[src/rtl/cpu_pkg.sv]
// Shared types and constants for the data-memory access path.
// Timeout support in mem_access_ctrl is enabled by DM_TIMEOUT_EN.
package cpu_pkg;

  typedef enum logic [1:0] {
    IDLE = 2'd0,
    REQ  = 2'd1,
    WAIT = 2'd2,
    DONE = 2'd3
  } mac_state_t;

  localparam logic [31:0] TIMEOUT_DATA = 32'hDEAD_BEEF;
  localparam logic [3:0]  WEB_NONE     = 4'hF;

endpackage

[src/rtl/dm_watchdog.sv]
// Cycle watchdog: counts enabled cycles, flags the last one
// before the limit so the owner can leave on that edge.
module dm_watchdog (
  input  logic       clk,
  input  logic       rst_n,
  input  logic       enable,
  input  logic       clear,
  input  logic [7:0] limit,
  output logic       expire
);

  logic [7:0] count;

  assign expire = enable && (count == limit - 8'd1);

  always_ff @(posedge clk or negedge rst_n) begin
    if (!rst_n) begin
      count <= 8'd0;
    end else if (clear) begin
      count <= 8'd0;
    end else if (enable && !expire) begin
      count <= count + 8'd1;
    end
  end

endmodule

[src/rtl/mem_access_ctrl.sv]
// MEM-stage data-memory access FSM with pipeline stall.
// Define DM_TIMEOUT_EN to add the WAIT watchdog and dm_err.
module mem_access_ctrl
  import cpu_pkg::*;
#(
  parameter int ADDR_W  = 14,
  parameter int TIMEOUT = 16
) (
  input  logic              clk,
  input  logic              rst_n,
  input  logic              EX_MEM_mem_r,
  input  logic              EX_MEM_mem_w,
  input  logic [31:0]       EX_MEM_addr,
  input  logic [31:0]       EX_MEM_wdata,
  input  logic [3:0]        EX_MEM_web,
  output logic              DM_req,
  input  logic              DM_ready,
  output logic [ADDR_W-1:0] DM_addr,
  output logic [31:0]       DM_wdata,
  output logic [3:0]        DM_web,
  input  logic [31:0]       DM_rdata,
  output logic [31:0]       MEM_rdata,
  output logic              MEM_rdata_valid,
`ifdef DM_TIMEOUT_EN
  output logic              dm_err,
`endif
  output logic              EX_MEM_reg_disable_stall
);

  localparam logic [7:0] LIMIT = 8'(TIMEOUT);

  mac_state_t state, state_n;
  logic       is_load;
  logic       req_new;
  logic       expire;

  logic unused_addr_bits;
  assign unused_addr_bits =
    ^{EX_MEM_addr[31:ADDR_W+2], EX_MEM_addr[1:0]};

  assign req_new = EX_MEM_mem_r || EX_MEM_mem_w;

`ifdef DM_TIMEOUT_EN
  dm_watchdog u_wdog (
    .clk    (clk),
    .rst_n  (rst_n),
    .enable (state == WAIT),
    .clear  (state != WAIT),
    .limit  (LIMIT),
    .expire (expire)
  );
`else
  logic [7:0] unused_limit;
  assign unused_limit = LIMIT;
  assign expire = 1'b0;
`endif

  always_ff @(posedge clk or negedge rst_n) begin
    if (!rst_n) begin
      state <= IDLE;
    end else begin
      state <= state_n;
    end
  end

  always_comb begin
    state_n = state;
    DM_req = 1'b0;
    MEM_rdata_valid = 1'b0;
    EX_MEM_reg_disable_stall = 1'b0;
    unique case (state)
      IDLE: begin
        EX_MEM_reg_disable_stall = req_new;
        if (req_new) state_n = REQ;
      end
      REQ: begin
        DM_req = 1'b1;
        EX_MEM_reg_disable_stall = 1'b1;
        state_n = WAIT;
      end
      WAIT: begin
        EX_MEM_reg_disable_stall = 1'b1;
        if (DM_ready || expire) state_n = DONE;
      end
      DONE: begin
        MEM_rdata_valid = is_load;
        state_n = IDLE;
      end
      default: state_n = IDLE;
    endcase
  end

  // A load wins over a simultaneous store: no byte is written.
  always_ff @(posedge clk or negedge rst_n) begin
    if (!rst_n) begin
      DM_addr  <= '0;
      DM_wdata <= 32'd0;
      DM_web   <= WEB_NONE;
      is_load  <= 1'b0;
    end else if (state == IDLE && req_new) begin
      DM_addr  <= EX_MEM_addr[ADDR_W+1:2];
      DM_wdata <= EX_MEM_wdata;
      DM_web   <= EX_MEM_mem_r ? WEB_NONE : EX_MEM_web;
      is_load  <= EX_MEM_mem_r;
    end
  end

  always_ff @(posedge clk or negedge rst_n) begin
    if (!rst_n) begin
      MEM_rdata <= 32'd0;
    end else if (state == WAIT) begin
      if (DM_ready) begin
        if (is_load) MEM_rdata <= DM_rdata;
      end else if (expire) begin
        MEM_rdata <= TIMEOUT_DATA;
      end
    end
  end

`ifdef DM_TIMEOUT_EN
  always_ff @(posedge clk or negedge rst_n) begin
    if (!rst_n) begin
      dm_err <= 1'b0;
    end else if (state == WAIT && !DM_ready && expire) begin
      dm_err <= 1'b1;
    end
  end
`endif

endmodule

[config.mk]
export PLATFORM = sky130hd
export DESIGN_NAME = mem_access_ctrl
export DESIGN_NICKNAME = d
export VERILOG_FILES = /design/src/rtl/cpu_pkg.sv /design/src/rtl/dm_watchdog.sv /design/src/rtl/mem_access_ctrl.sv
export SDC_FILE = /design/constraint.sdc
export NUM_CORES = 1
export LEC_CHECK = 0
export BUFFER_PORTS_ARGS = -buffer_cell sky130_fd_sc_hd__buf_4
export CAP_MARGIN = 40
export CORE_MARGIN = 5
export CORE_UTILIZATION = 35
export DETAILED_ROUTE_END_ITERATION = 12
export PLACE_DENSITY = 0.71
export SETUP_SLACK_MARGIN = 0.2
export SLEW_MARGIN = 20
export SYNTH_ARGS = -nofsm -noshare
export SYNTH_HDL_FRONTEND = slang
export SYNTH_SLANG_ARGS = --single-unit
[constraint.sdc]
create_clock -name clk -period 2.3 [get_ports clk]
set_input_delay 0.345 -clock clk [delete_from_list [all_inputs] [get_ports clk]]
set_output_delay 0.345 -clock clk [all_outputs]
set_load 0.02 [all_outputs]
# Word-level counts from Yosys, hierarchy flattened
# Index checks and enable logic that the tools add are counted.
# Widths: inputs -> output; s select.
dict set report totals {
  wordCells 24
  ff_bits 85
}
dict set report classes {
  eq_ne 5
  n_reduce_logical 6
  muxes 7
}
# op count
set ops {}
lappend ops {{$pmux 2 s4} 1}
lappend ops {{$eq 2x2->1 const B} 2}
lappend ops {{$mux 2} 2}
lappend ops {{$mux 4} 1}
lappend ops {{$ne 2x2->1 const B} 2}
lappend ops {{$reduce_and 3->1} 1}
lappend ops {{$eq 2x1->1 const B} 1}
lappend ops {{$logic_not 2->1} 1}
lappend ops {{$mux 1} 2}
lappend ops {{$pmux 1 s2} 1}
lappend ops {{$reduce_and 2->1} 1}
lappend ops {{$reduce_or 2->1} 1}
lappend ops {{$logic_and 1x1->1} 1}
lappend ops {{$logic_or 1x1->1} 1}

# Logic depth before layout (Yosys ltp)
dict set report logic_depth {
  ltp_word 3
  depth_mapped 6
  depth_no_buf 5
}

# Worst setup path before layout
# Ideal clock, no wire load.
dict set report synth_timing {
  path_type {register to output}
  start {register state[0]}
  end {output EX_MEM_reg_disable_stall}
  path_slack_ns 0.562
  required_time_ns 1.955
  t_arrival_ns 1.393
  stages_incl_launch_ff 6
  path_buffers 1
  cell_sequence {dfrtp_1 > inv_1 > ha_1 > o21ai_4 > buf_6 > a21oi_1}
}
dict set report synth_between {
  elab_chain_len 3
}
# element line_no
set synth_rtl {}
lappend synth_rtl {{from (decl)} mem_access_ctrl.sv:32} ;# mac_state_t state, state_n;
lappend synth_rtl {{from (signal assigned)} mem_access_ctrl.sv:62} ;# state <= state_n;
lappend synth_rtl {{$eq 2x2->1 / $eq 2x1->1 (equally long branches)} mem_access_ctrl.sv:71} ;# unique case (state)
lappend synth_rtl {{$reduce_or 2->1 (no source line)} --}
lappend synth_rtl {{$pmux 1 s2 (*)} mem_access_ctrl.sv:71}
lappend synth_rtl {{to (decl)} mem_access_ctrl.sv:27} ;# output logic EX_MEM_reg_disable_stall
# Every way passes the cells marked *; elsewhere a longest branch is shown, timed or not.

# Worst setup path after layout
dict set report layout_timing {
  start {register state[1]}
  end {output EX_MEM_reg_disable_stall}
}
# Same word-level chain as after synthesis.

==> impl_metrics.json <==
{
  "outcome": "complete, no violations",
  "mostFrequentLayoutCells": "buf_4 (173), dfrtp_1 (81), mux2_2 (78)",
  "critPathMaxFanout": 4,
  "cts_root_buf": "clkbuf_8",
  "synth_area_um2": 3310,
  "postLayoutCoreUtil": 0.535,
  "synth-seq-cells": 85,
  "clkTransAtPathRegs_ns": 0.09,
  "tightest_slew_ns": 0.558,
  "synthTopCellsByArea": "dfrtp_1 (61%), mux2_2 (27%), dfstp_2 (3.2%), ha_1 (2.3%), buf_6 (2.0%)",
  "stdcell_area_um2": 4940,
  "dp_hpwl_mm": 5.90,
  "met3_usage": 0.0480,
  "place_area_um2": 4730,
  "ant_nets": 0,
  "track_usage": 0.135,
  "n_antenna_cell": 0,
  "rsz0062_at_grt": "false",
  "powerDensity_nw_per_um2": 1520,
  "clock.fmax_mhz": 524,
  "clockBufferDepth": 2,
  "fin_skew_ns": 0.00935,
  "ys_types": 18,
  "busiest_layer": "met2",
  "drt_iter0_drc": 59,
  "setup_viol": 0,
  "hold_viol_final": 0,
  "cts-htree-levels": 3,
  "dr.pass1.iters": 3,
  "start_util": 0.358,
  "synth-seq-area-share": 0.644,
  "drive_gt1_frac": 0.708,
  "io_buffers": 171,
  "cts_setup_buffers": 0,
  "synth_top_area_cell": "dfrtp_1",
  "numCtsBuffers": 9,
  "cp.arrival_ns": 1.56,
  "clk_latency_ns": 0.34,
  "critPathLaunchType": "flip-flop",
  "max_slew_margin": 0.628,
  "syn-instance-count": 204,
  "synth_fp_nets": 315,
  "layout.cells.non_filler": 516,
  "cp_data_required_time_ns": 1.96,
  "crit_path_end_kind": "output pin",
  "fillers": 785,
  "synth.top_cell.area_share": 0.612,
  "mostFrequentLayoutCell": "buf_4",
  "fin_nets": 493,
  "vias": 2270,
  "fin_setup_tns_ns": 0,
  "met1_usage": 0.162,
  "crit_type": "reg2out",
  "clock_sinks": 85,
  "core_um2": 9240,
  "grt_pass1_wl_mm": 12.4,
  "p_leak_nw": 2.40,
  "dieWidth_um": 107,
  "vias_per_cell": 4.40,
  "fp.dieH_um": 107,
  "num_rows": 35,
  "grt_max_degree": 44,
  "grt_pass1_vias": 2501,
  "dp_cells": 499,
  "avgSynthCellArea_um2": 16.2,
  "period_needed_ns": 1.91,
  "wl_mm": 7.66,
  "gr-total-overflow": 0,
  "r2r_slack_ns": 0.58,
  "gp_congestion": 0.744,
  "vdd_drop_max_mv": 0.648,
  "yosysWarningCount": 0,
  "timing_max_transition_violations_final": 0,
  "area_growth_pct": 49.3,
  "hold_class": "in2reg",
  "drv_cap": 0,
  "die_area_um2": 11500,
  "num_io_pins": 190,
  "grt_antenna_before_repair": 0,
  "timing.hold.ws_ns": 0.228,
  "tritoncts": "yes",
  "drc": 0,
  "met2_usage": 0.222,
  "wire_per_inst_um": 14.9,
  "post-route-period-util": 0.829
}
-- sequential cells by signal, indices dropped and copies added, names as in the netlist --
| name | count |
|---|---|
| state | 2 |
| DM_wdata | 32 |
| DM_addr | 14 |
| MEM_rdata | 32 |
| is_load | 1 |
| DM_web | 4 |
-- final timing paths --
path | start | to | cells after the start
setup / recovery | state[1]$_DFFE_PN0P_ | EX_MEM_reg_disable_stall | 5
hold / removal | DM_rdata[19] | MEM_rdata[19]$_DFFE_PN0P_ | 2
setup reg to reg | state[0]$_DFFE_PN0P_ | MEM_rdata[9]$_DFFE_PN0P_ | 5
hold reg to reg | DM_web[2]$_DFFE_PN1P_ | DM_web[2]$_DFFE_PN1P_ | 2
max in group asynchronous | rst_n | MEM_rdata[7]$_DFFE_PN0P_ | 3
min in group asynchronous | rst_n | MEM_rdata[11]$_DFFE_PN0P_ | 2
-- Yosys cell counts (all sizes together) --
master / n
nor2: 4
dfrtp: 81
o32a: 1
a21oi: 2
ha: 6
a22o: 1
o21ai: 5
nor3b: 1
dfstp: 4
mux2: 78
buf: 9
nand3: 1
mux2i: 1
nand2: 5
inv: 4
and2: 1
-- cell families (layout without fill, tap and decap cells) --
kind of cell	after synthesis	after routing	share of synthesized area
and+or+nand+nor	12	12	0.0159
DFF	85	85	0.644
adders and majority gates	6	6	0.0227
AOI/OAI and AO/OA	9	9	0.0197
buffers and inverters	13	196	0.0295
muxes	79	79	0.268
-- final cells by class --
type	instances	area (um2)	share of cell area
Timing Repair Buffer	176	1350	0.273
Inverter	4	15.0	0.00304
Sequential cell	85	2130	0.431
Tap cell	129	161	0.0327
Multi-Input combinational cell	106	1080	0.219
Clock buffer	11	141	0.0286
Clock inverter	5	60.1	0.0122
-- report_power, final --
part           internal (mW)  total (mW)  switching, mW
logic                   1.90        3.77           1.87
clock network          0.532        1.05          0.523
registers               2.29        2.69          0.391
-- per-layer routing --
metal,routed length (um),up-vias
met5,0,-
met4,106,0
met3,790,9
met2,3810,98
met1,2960,1102
li1,-,1061
-- through the flow --
step | setup slack (ns) | power, mW
after floorplan | 0.562 | 4.90
after global placement | 0.616 | 6.44
after detailed placement | 0.578 | 6.56
after CTS | 0.314 | 7.64
after global routing | 0.229 | 7.99
final | 0.393 | 7.51
-- critical path: stages (launching register included) --
cell and delay [ns]:
dfrtp_1 0.42, inv_1 0.13, ha_2 0.24, o21ai_4 0.09, a21oi_1 0.18, buf_4 0.17
-- repair_timing --
item / CTS / global route
setup endpoints to repair: 0 / 1
resized for setup: 0 / 1
hold buffers: 1 / 0
hold endpoints to repair: 14 / 0
No activity file was read; power rests on OpenSTA's default activity.
